<file path="src/rtl/jtag_scan_master.sv">
// jtag_scan_master: host-side JTAG scan engine.
// Runs one IR or DR scan of 1..DATA_W bits. It walks the target TAP from
// Run-Test/Idle through Capture, Shift, Exit1 and Update back to Run-Test/Idle,
// and returns the captured TDO bits. TCK runs at clk/2 while a scan is active.
// Optional feature: define JTAG_MASTER_TLR_RESET_EN to issue a Test-Logic-Reset
// sequence (five TMS=1 periods, then one TMS=0 period) after rst is released.
module jtag_scan_master #(
  parameter int DATA_W = 32
) (
  input  logic              clk,
  input  logic              rst,
  input  logic              start,
  input  logic              is_ir,
  input  logic [5:0]        len,
  input  logic [DATA_W-1:0] data_in,
  output logic [DATA_W-1:0] data_out,
  output logic              busy,
  output logic              done,
  output logic              TCK,
  output logic              TMS,
  output logic              TDI,
  input  logic              TDO
);

  localparam int IW = (DATA_W > 2) ? $clog2(DATA_W) : 1;

  typedef enum logic [2:0] {IDLE, TLR, PRE, SHIFT, POST, FIN} state_t;

  state_t            state;
  logic              ir;
  logic [IW-1:0]     nlast;   // scan length minus one, already clamped
  logic [IW-1:0]     bidx;    // current shift bit
  logic [1:0]        pstep;   // period index inside PRE / POST
  logic [DATA_W-1:0] sh;      // outgoing TDI bits, bit 0 is always the next one
  logic [DATA_W-1:0] cap;     // incoming TDO bits, placed at their bit index
`ifdef JTAG_MASTER_TLR_RESET_EN
  logic [2:0]        tstep;
`endif

  // Scan sequencer. Each TCK period is a low clk, which updates TMS/TDI,
  // followed by a high clk. TDO is sampled on the clk edge that raises TCK.
  always_ff @(posedge clk or posedge rst) begin
    if (rst) begin
`ifdef JTAG_MASTER_TLR_RESET_EN
      state <= TLR;
      busy  <= 1'b1;
      tstep <= 3'd0;
`else
      state <= IDLE;
      busy  <= 1'b0;
`endif
      TCK      <= 1'b0;
      TMS      <= 1'b1;
      TDI      <= 1'b0;
      done     <= 1'b0;
      data_out <= '0;
      cap      <= '0;
      sh       <= '0;
      ir       <= 1'b0;
      nlast    <= '0;
      bidx     <= '0;
      pstep    <= 2'd0;
    end else begin
      done <= 1'b0;
      case (state)
        IDLE: begin
          TCK <= 1'b0;
          TMS <= 1'b0;
          TDI <= 1'b0;
          if (start && !busy) begin
            ir    <= is_ir;
            nlast <= (int'(len) >= DATA_W) ? IW'(DATA_W - 1) : IW'(len);
            sh    <= data_in;
            cap   <= '0;
            busy  <= 1'b1;
            pstep <= 2'd0;
            TMS   <= 1'b1;  // first PRE period: Run-Test/Idle -> Select-DR
            state <= PRE;
          end
        end
`ifdef JTAG_MASTER_TLR_RESET_EN
        TLR: begin
          if (!TCK) begin
            TCK <= 1'b1;
          end else begin
            TCK <= 1'b0;
            if (tstep == 3'd5) begin
              busy  <= 1'b0;
              TMS   <= 1'b0;
              state <= IDLE;
            end else begin
              tstep <= tstep + 3'd1;
              TMS   <= (tstep != 3'd4);
            end
          end
        end
`endif
        PRE: begin
          if (!TCK) begin
            TCK <= 1'b1;
          end else begin
            TCK <= 1'b0;
            if (pstep == (ir ? 2'd3 : 2'd2)) begin
              bidx  <= '0;
              TMS   <= (nlast == '0);
              TDI   <= sh[0];
              state <= SHIFT;
            end else begin
              // DR: 1,0,0 ; IR: 1,1,0,0
              pstep <= pstep + 2'd1;
              TMS   <= ir && (pstep == 2'd0);
            end
          end
        end
        SHIFT: begin
          if (!TCK) begin
            TCK       <= 1'b1;
            cap[bidx] <= TDO;
          end else begin
            TCK <= 1'b0;
            if (bidx == nlast) begin
              pstep <= 2'd0;
              TMS   <= 1'b1;  // Exit1 -> Update
              TDI   <= 1'b0;
              state <= POST;
            end else begin
              bidx <= bidx + 1'b1;
              TDI  <= sh[1];
              sh   <= sh >> 1;
              TMS  <= ((bidx + 1'b1) == nlast);
            end
          end
        end
        POST: begin
          if (!TCK) begin
            TCK <= 1'b1;
          end else begin
            TCK <= 1'b0;
            TMS <= 1'b0;
            if (pstep == 2'd1) state <= FIN;
            else pstep <= 2'd1;
          end
        end
        FIN: begin
          data_out <= cap;
          done     <= 1'b1;
          busy     <= 1'b0;
          state    <= IDLE;
        end
        default: state <= IDLE;
      endcase
    end
  end

endmodule

</file>
<file path="config.mk">
export PLATFORM = sky130hd
export DESIGN_NAME = jtag_scan_master
export DESIGN_NICKNAME = d
export VERILOG_FILES = /design/src/rtl/jtag_scan_master.sv
export SDC_FILE = /design/constraint.sdc
export NUM_CORES = 1
export LEC_CHECK = 0
export CORE_UTILIZATION = 30
export CTS_CLUSTER_SIZE = 12
export DETAILED_ROUTE_END_ITERATION = 6
export SYNTH_ARGS = -nofsm -noshare
export SYNTH_HDL_FRONTEND = slang
export SYNTH_SLANG_ARGS = --single-unit
</file>
<file path="constraint.sdc">
create_clock -name clk -period 4.85 [get_ports clk]
set_input_delay 0.7275 -clock clk [delete_from_list [all_inputs] [get_ports clk]]
set_output_delay 0.7275 -clock clk [all_outputs]
set_load 0.02 [all_outputs]
</file>
# Yosys cells after proc, flatten, opt, wreduce, memory -nomap -nowiden
# Cells that the tools add are included.
[totals]
inputBits = 43
regBits = 117
elab_cells = 110
[op_classes]
n_mux = 50
n_eq_ne = 19
n_reduce_logical = 23
add_sub_neg = 2
magnitude_cmp = 3
[ops]
columns = ["op", "count"]
rows = [
  ["2-to-1 mux 32 bit", 5],
  ["case mux 32 bit (2 select lines)", 2],
  ["bitwise mux 32 bit", 1],
  ["2-to-1 mux 5 bit", 5],
  ["inequality test 2 bit, second input constant", 11],
  ["2-to-1 mux 3 bit", 7],
  ["2-to-1 mux 1 bit", 15],
  ["2-to-1 mux 2 bit", 7],
  ["case mux 3 bit (4 select lines)", 1],
  ["AND reduction 4 bit", 3],
  ["== test 5 bit", 2],
  ["case mux 5 bit (2 select lines)", 1],
  ["case mux 2 bit (4 select lines)", 1],
  ["AND reduction 8 bit", 1],
  ["nonzero test 2 bit", 4],
  ["AND reduction 7 bit", 1],
  ["== test 3 x 2 -> 1 bit, second input constant", 2],
  ["== test 3 bit, second input constant", 2],
  [">= comparator 6 bit, second input constant", 1],
  ["less-than comparator 5 x 6 -> 1 bit, second input constant", 1],
  ["adder 5 x 1 -> 5 bit, second input constant", 1],
  ["demux 1 bit (select 5 bit)", 1],
  [">= comparator 5 x 1 -> 1 bit, second input constant", 1],
  ["logical NOT 5 bit", 1],
  ["other kinds (16)", 20],
]

# Logic depth before layout (Yosys ltp)
# Gate-level depths: netlist of the first run.
[logic_depth]
ltp_word = 7
mapped_depth = 8
depth_no_buf = 6

# Worst setup path after synthesis of the first run
# OpenSTA, ideal clock, no wires.
[synth_timing]
path_type = "reg2reg"
start = "reg bidx[3]"
end = "reg pstep[0]"
slack_ns = 2.845
period_less_slack_ns = 2.005
t_required_ns = 4.723
path_buffers = 1
arrival_time_ns = 1.878
setup_ns = 0.127
path_stages_with_launch = 7
path_cell_list = "dfrtp_1 > buf_6 > xor2_1 > nor4b_4 > nand2_2 > a2111oi_2 > mux2_1"
[synth_via]
elab_chain_len = 3
[synth_rtl]
columns = ["item", "line", "rtl"]
rows = [
  ["from (decl)", "32", "logic [IW-1:0] bidx;"],
  ["from (signal assigned)", "127", "bidx <= bidx + 1'b1;"],
  ["== test 5 bit", "121", "if (bidx == nlast) begin"],
  ["inequality test 2 bit (no source line)", "n/a", ""],
  ["AND reduction 8 bit (no source line)", "n/a", ""],
  ["to (signal assigned)", "110", "pstep <= pstep + 2'd1;"],
  ["to (decl)", "33", "logic [1:0] pstep;"],
]
# No other way between the ends.
# A chain may end at the register's enable or synchronous reset.

# Worst setup path in the final report of the first run
[layout_timing]
start = "reg state[0]"
end = "reg sh[30]"
[layout_via]
elab_chain_len = 3
word_cells_on_any_way = 8
classes_between = "4 x eq/ne; 1 x mux; 3 x reduce/logical"
[layout_rtl]
columns = ["item", "line", "rtl"]
rows = [
  ["from (decl)", "29", "state_t state;"],
  ["from (signal assigned)", "49", "state <= IDLE;"],
  ["from (signal assigned)", "78", "state <= PRE;"],
  ["from (signal assigned)", "107", "state <= SHIFT;"],
  ["== test 3 x 2 -> 1 bit / logical NOT 3 bit (equally long branches)", "65", "case (state)"],
  ["inequality test 2 bit (no source line) / nonzero test 2 bit (equally long branches)", "n/a", ""],
  ["AND reduction 4 bit (no source line)", "n/a", ""],
  ["to (signal assigned)", "73", "sh <= data_in;"],
  ["to (signal assigned)", "129", "sh <= sh >> 1;"],
  ["to (decl)", "34", "logic [DATA_W-1:0] sh;"],
]
# Parallel ways exist; a longest one is shown, timed or not.

==> results of run 1 <==
per-stage QoR:
stage | instance area, um^2 | power [mW] | hold WS [ns] | setup slack [ns]
global route | 7110 | 5.17 | 0.492 | 1.98
finish | 7110 | 4.82 | 0.462 | 2.23
floorplan | 5520 | 2.97 | 0.432 | 1.02
global placement | 6480 | 3.46 | 0.451 | 1.96
CTS | 7110 | 4.86 | 0.465 | 2.19
detailed placement | 6480 | 3.49 | 0.450 | 1.93
worst max-delay path, delay by kind of cell (launching register included):
kind | cells | cell delay, ns
simple gates | 3 | 1.10
flops | 1 | 0.73
buf+inv | 1 | 0.37
compound gates | 2 | 0.28
worst max path at each step:
stage | from | end | depth (start not counted)
finish | state[0] | sh[30] | 6
global route | state[0] | sh[17] | 6
CTS | state[0] | sh[26] | 6
detailed placement | start | sh[30] | 6
global placement | start | sh[28] | 6
floorplan | rst | TCK | 1
sequential cells by signal (all words and copies together), names as in the netlist, 2 cells and up:
| name | count |
|---|---|
| cap | 32 |
| data_out | 32 |
| sh | 32 |
| bidx | 5 |
| nlast | 5 |
| state | 3 |
| pstep | 2 |
routing by layer:
layer / global-route usage [%] / wire length (um) / up-vias
met4: 6.72 / 273 / 0
met1: 22.0 / 6870 / 2287
met3: 3.31 / 680 / 26
met5: 0 / 0 / -
li1: - / - / 2311
met2: 25.2 / 6480 / 133
layout make-up:
class                           count  area (um^2)  area share, %
Tap cell                          229          287           4.03
Inverter                           14         55.1          0.774
Sequential cell                   117         2930           41.2
Clock inverter                     12          178           2.50
Timing Repair Buffer               87          851           12.0
Multi-Input combinational cell    459         2360           33.2
Clock buffer                       20          457           6.42
report_power, final:
| part | internal [mW] | total, mW | switching (mW) |
|---|---|---|---|
| clock network | 0.886 | 1.35 | 0.466 |
| registers | 1.31 | 1.60 | 0.288 |
| logic | 0.704 | 1.87 | 1.17 |
| total | 2.90 | 4.82 | 1.92 |
cells by family (layout without fill, tap and decap cells):
group / after synthesis / count (layout)
AOI/OAI and AO/OA: 165 / 165
xor gates and xnor gates: 10 / 10
adders and majority gates: 6 / 6
buffers and inverters: 60 / 133
DFF: 117 / 117
muxes: 5 / 5
and+or+nand+nor: 273 / 273
placed cells by master (no fill, tap or decap), types with 3 or more instances in the layout:
cell type / count
nand2_1: 181
dfrtp_1: 116
clkdlybuf4s50_1: 79
o21ai_0: 70
nor3_1: 37
a31oi_1: 37
a21oi_1: 33
clkbuf_16: 17
nor2_1: 15
inv_1: 12
nand3_1: 9
buf_4: 8
xnor2_1: 7
o22ai_1: 6
ha_1: 6
nor2b_1: 4
or3_1: 4
bufinv_16: 4
clkinvlp_4: 4
xor2_1: 3
and3_1: 3
nand3b_1: 3
mux2_2: 3
==> results.yml, run 1 <==
synth:
  synthAdderAreaFrac_pct: 1.36
  synth_cell_types: 54
  syn_area_um2: 5520
  async_flop_share_pct: 100
  synth_top_cell_by_area: "dfrtp_1"
  synth_edf_count: 0
  synth-simple-area-share_pct: 21.6
  synth-compound-area-share_pct: 17.1
  synth_top_area_share_pct: 52.6
  syn-instance-count: 636
  synth.most_common_cell: "nand2_1"
  ys_seq_area_share_pct: 53.1
  synth_mux_area_share_pct: 0.997
  syn_nets: 685
  synth_top_family_by_area: "simple AND/OR/NAND/NOR gates"
  yosys_warnings: 0
  synth.top_cells.by_count: "nand2_1, dfrtp_1, o21ai_0"
  synth.avg_cell_area_um2: 8.68
  synth_ff_type: "dfrtp_1"
  synth_area_leaders: "dfrtp_1, nand2_1, o21ai_0"
  ys_ff_latch: 117
  synth-xor-area-share_pct: 1.59
worst_setup_path:
  startpoint_type: "flip-flop"
  slowest_delay_ns: 0.73
  cp_slowest_cell: "dfrtp_1"
  crit_chain: "and3b_1 -> nand2_1 -> a21oi_2 -> or2_0 -> buf_4 -> a31oi_1"
  crit_fanout: 20
  timing.rr.end: "sh[30]"
  reg2reg_slack_ns: 2.23
  cp-end-kind: "flip-flop"
  timing.rr.start: "state[0]"
  critPathKind: "flip-flop to flip-flop"
  cp_data_required_time_ns: 5.14
  reg2reg_depth: 6
  arrival_ns: 2.91
cts:
  insertion_delay_ns: 0.42
  htree_levels: 4
  postCtsSetupRepairBufs: 0
  cts_made_buffers: 17
  clockRootBuffer: "clkbuf_16"
  cts_tree: "done"
  ctsHoldBuffers: 0
  ctsResizeCount: 0
  cts.sinks: 117
  clock_path_buffers: 2
  clk_pin_slew_worst_paths_ns: 0.05
layout:
  n_fill_cell: 1855
  antenna_cells: 0
  final_util_pct: 39.5
  finalNonFillerCells: 938
  drive_above_1_share_pct: 7.33
  fin_nets: 745
  area_growth_pct: 28.9
grt:
  overflow: 0
  grt_usage_pct: 16.3
  antenna_found_initial: 0
  grt_max_degree: 76
  grt_pass1_vias: 4548
  grt_pass1_wl_um: 23600
place:
  gp_congestion: 0.792
  dp_cells: 906
  place_hpwl_um: 9030
  portBuffers: 79
hold_path:
  hold_depth: 2
  worstHoldEndpoint: "data_out[24]"
  min-delay-start: "cap[24]"
  hold_path_class: "flip-flop to flip-flop"
pwr:
  p_per_area_nw_per_um2: 678
  p_leak_nw: 3.10
  ir_drop_uv: 281
die:
  die-area_um2: 18900
  die_h_um: 138
  pin_count: 80
  dieWidth_um: 138
  fp-row-count: 49
  core_area_um2: 18000
  start_util_pct: 30.6
timing:
  hold_viol: 0
  max_slew_margin_pct: 25.2
  worst_pin_slew_ns: 1.12
  fin_crit_ns: 2.62
  period_share_pct: 54.0
  setup_viol: 0
  fmax_mhz: 382
  fin_skew_ns: 0.00975
  tns_ns: 0
  slew_viol_final: 0
  rsz0062_at_grt: "false"
routing:
  initialDrtViolationCount: 271
  wl_um: 14300
  num_vias: 4757
  viasPerCell: 5.07
  post_drt_wl_per_cell_um: 15.2
  dr.pass1.iters: 4
  drc: 0
  ant_nets: 0
outcome:
  status: "complete, no violations"
run:
  cap_violations: 0
(Power assumes the default switching activity.)
==> run 2, diff against run 1 <==
- clock period: 4.85 -> 2.6 ns (I/O delays scaled with it)
==> run 2 against run 1 <==
Sequential cell count unchanged. Die area unchanged. Register-to-register slack lost 1.9 ns. Core utilization rose by 0.64 points. Highest routed layer unchanged. Largest cell class unchanged. Final cell count rose by 0.85%. Sequential share of layout area shrank 0.66 points. Power is 90% higher. Combinational power increased by 96%. Routed wire length decreased by 0.99%. Sequential power increased by 80%. Setup slack worse by 1.9 ns.
==> results.yml, run 2 (same netlist as run 1, synthesis figures left out) <==
worst_setup_path:
  crit_fanout: 8
  timing.rr.start: "bidx[0]"
  cp_data_required_time_ns: 2.90
  timing.rr.end: "pstep[0]"
  arrival_ns: 2.58
  cp-end-kind: "flip-flop"
  reg2reg_slack_ns: 0.31
  critPathKind: "flip-flop to flip-flop"
  reg2reg_depth: 5
  startpoint_type: "flip-flop"
die:
  core_area_um2: 18000
  die-area_um2: 18900
  pin_count: 80
  start_util_pct: 30.6
  die_h_um: 138
  fp-row-count: 49
  dieWidth_um: 138
run:
  cap_violations: 0
timing:
  tns_ns: 0
  setup_viol: 0
  max_slew_margin_pct: 58.1
  period_share_pct: 88.0
  rsz0062_at_grt: "false"
  fin_crit_ns: 2.29
  worst_pin_slew_ns: 0.612
  slew_viol_final: 0
  hold_viol: 0
  fmax_mhz: 437
  whs_ns: 0.342
  fin_skew_ns: 0.00447
cts:
  clock_path_buffers: 2
  htree_levels: 4
  postCtsSetupRepairBufs: 0
  clockRootBuffer: "clkbuf_16"
  ctsHoldBuffers: 0
  clk_pin_slew_worst_paths_ns: 0.05
  insertion_delay_ns: 0.42
  cts_tree: "done"
  cts_made_buffers: 17
  cts.sinks: 117
  ctsResizeCount: 0
routing:
  post_drt_wl_per_cell_um: 15.0
  num_vias: 4698
  dr.pass1.iters: 7
  drc: 0
  ant_nets: 0
  viasPerCell: 4.97
  initialDrtViolationCount: 353
  wl_um: 14200
layout:
  final_cell_mix: "nand2_1, dfrtp_1, clkdlybuf4s50_1"
  area_growth_pct: 31.0
  antenna_cells: 0
  fin_nets: 754
  reg.largest.list: "cap: 32 flops, data_out: 32 flops, sh: 32 flops"
  final_common_cell: "nand2_1"
  drive_above_1_share_pct: 8.51
place:
  gp_congestion: 0.833
  portBuffers: 79
  place_hpwl_um: 9570
pwr:
  p_leak_nw: 3.18
  p_per_area_nw_per_um2: 1270
  ir_drop_uv: 723
grt:
  antenna_found_initial: 0
  grt_pass1_wl_um: 23600
  overflow: 0
  grt_pass1_vias: 4763
  grt_max_degree: 61
  grt_usage_pct: 16.2
outcome:
  status: "complete, no violations"
hold_path:
  hold_path_class: "input port to async pin"
run 2: report_power, final:
group          leakage, nW  total [mW]  internal, mW  switching [mW]
combinational         1.37        3.66          1.37            2.30
sequential            1.49        2.88          2.45           0.434
clock                0.328        2.60          1.79           0.816
run 2: how the worst max path moves through the flow:
stage | cells after the start | slack (ns) | start | end
detailed placement | 5 | 0.32 | bidx[0] | pstep[0]
CTS | 5 | 0.31 | bidx[0] | pstep[0]
finish | 5 | 0.31 | bidx[0] | pstep[0]
global route | 6 | 0.19 | state[2] | sh[9]
global placement | 5 | 0.35 | bidx[0] | pstep[0]
floorplan | 6 | 0.59 | bidx[3] | pstep[0]
run 2: final cells by class:
class                      count  area [um^2]
fill                        1842        10800
sequential                   117         2930
multi-input combinational    459         2360
timing repair buffer          96          943
clock buffer                  21          480
tap                          229          287
clock inverter                10          175
inverter                      14         56.3
run 2: critical path, cell delays in order, from the launching register on:
cell and delay [ns]:
dfrtp_1 0.46, xor2_1 0.24, nor4b_4 0.36, nand2_2 0.20, a2111oi_2 0.53, mux2_1 0.37
run 2: stage by stage:
step / power, mW / util, % / cells / worst slack, ns / area, um^2
6_report: 9.15 / 40.1 / 946 / 0.312 / 7230
5_1_grt: 9.82 / 40.1 / 946 / 0.190 / 7230
4_1_cts: 9.21 / 40.1 / 946 / 0.311 / 7230
3_5_place_dp: 6.58 / 36.5 / 915 / 0.319 / 6570
3_3_place_gp: 6.52 / 36.5 / 915 / 0.355 / 6570
2_1_floorplan: 5.55 / - / 636 / 0.595 / 5520
run 2: metal layers:
metal / GRT usage, % / share of wire (%) / vias up / wire length (um)
met4: 5.74 / 1.1 / 0 / 161
li1: - / - / 2326 / -
met2: 24.8 / 45 / 129 / 6410
met5: 0 / 0 / - / 0
met3: 4.08 / 5.1 / 15 / 721
met1: 22.0 / 49 / 2228 / 6870
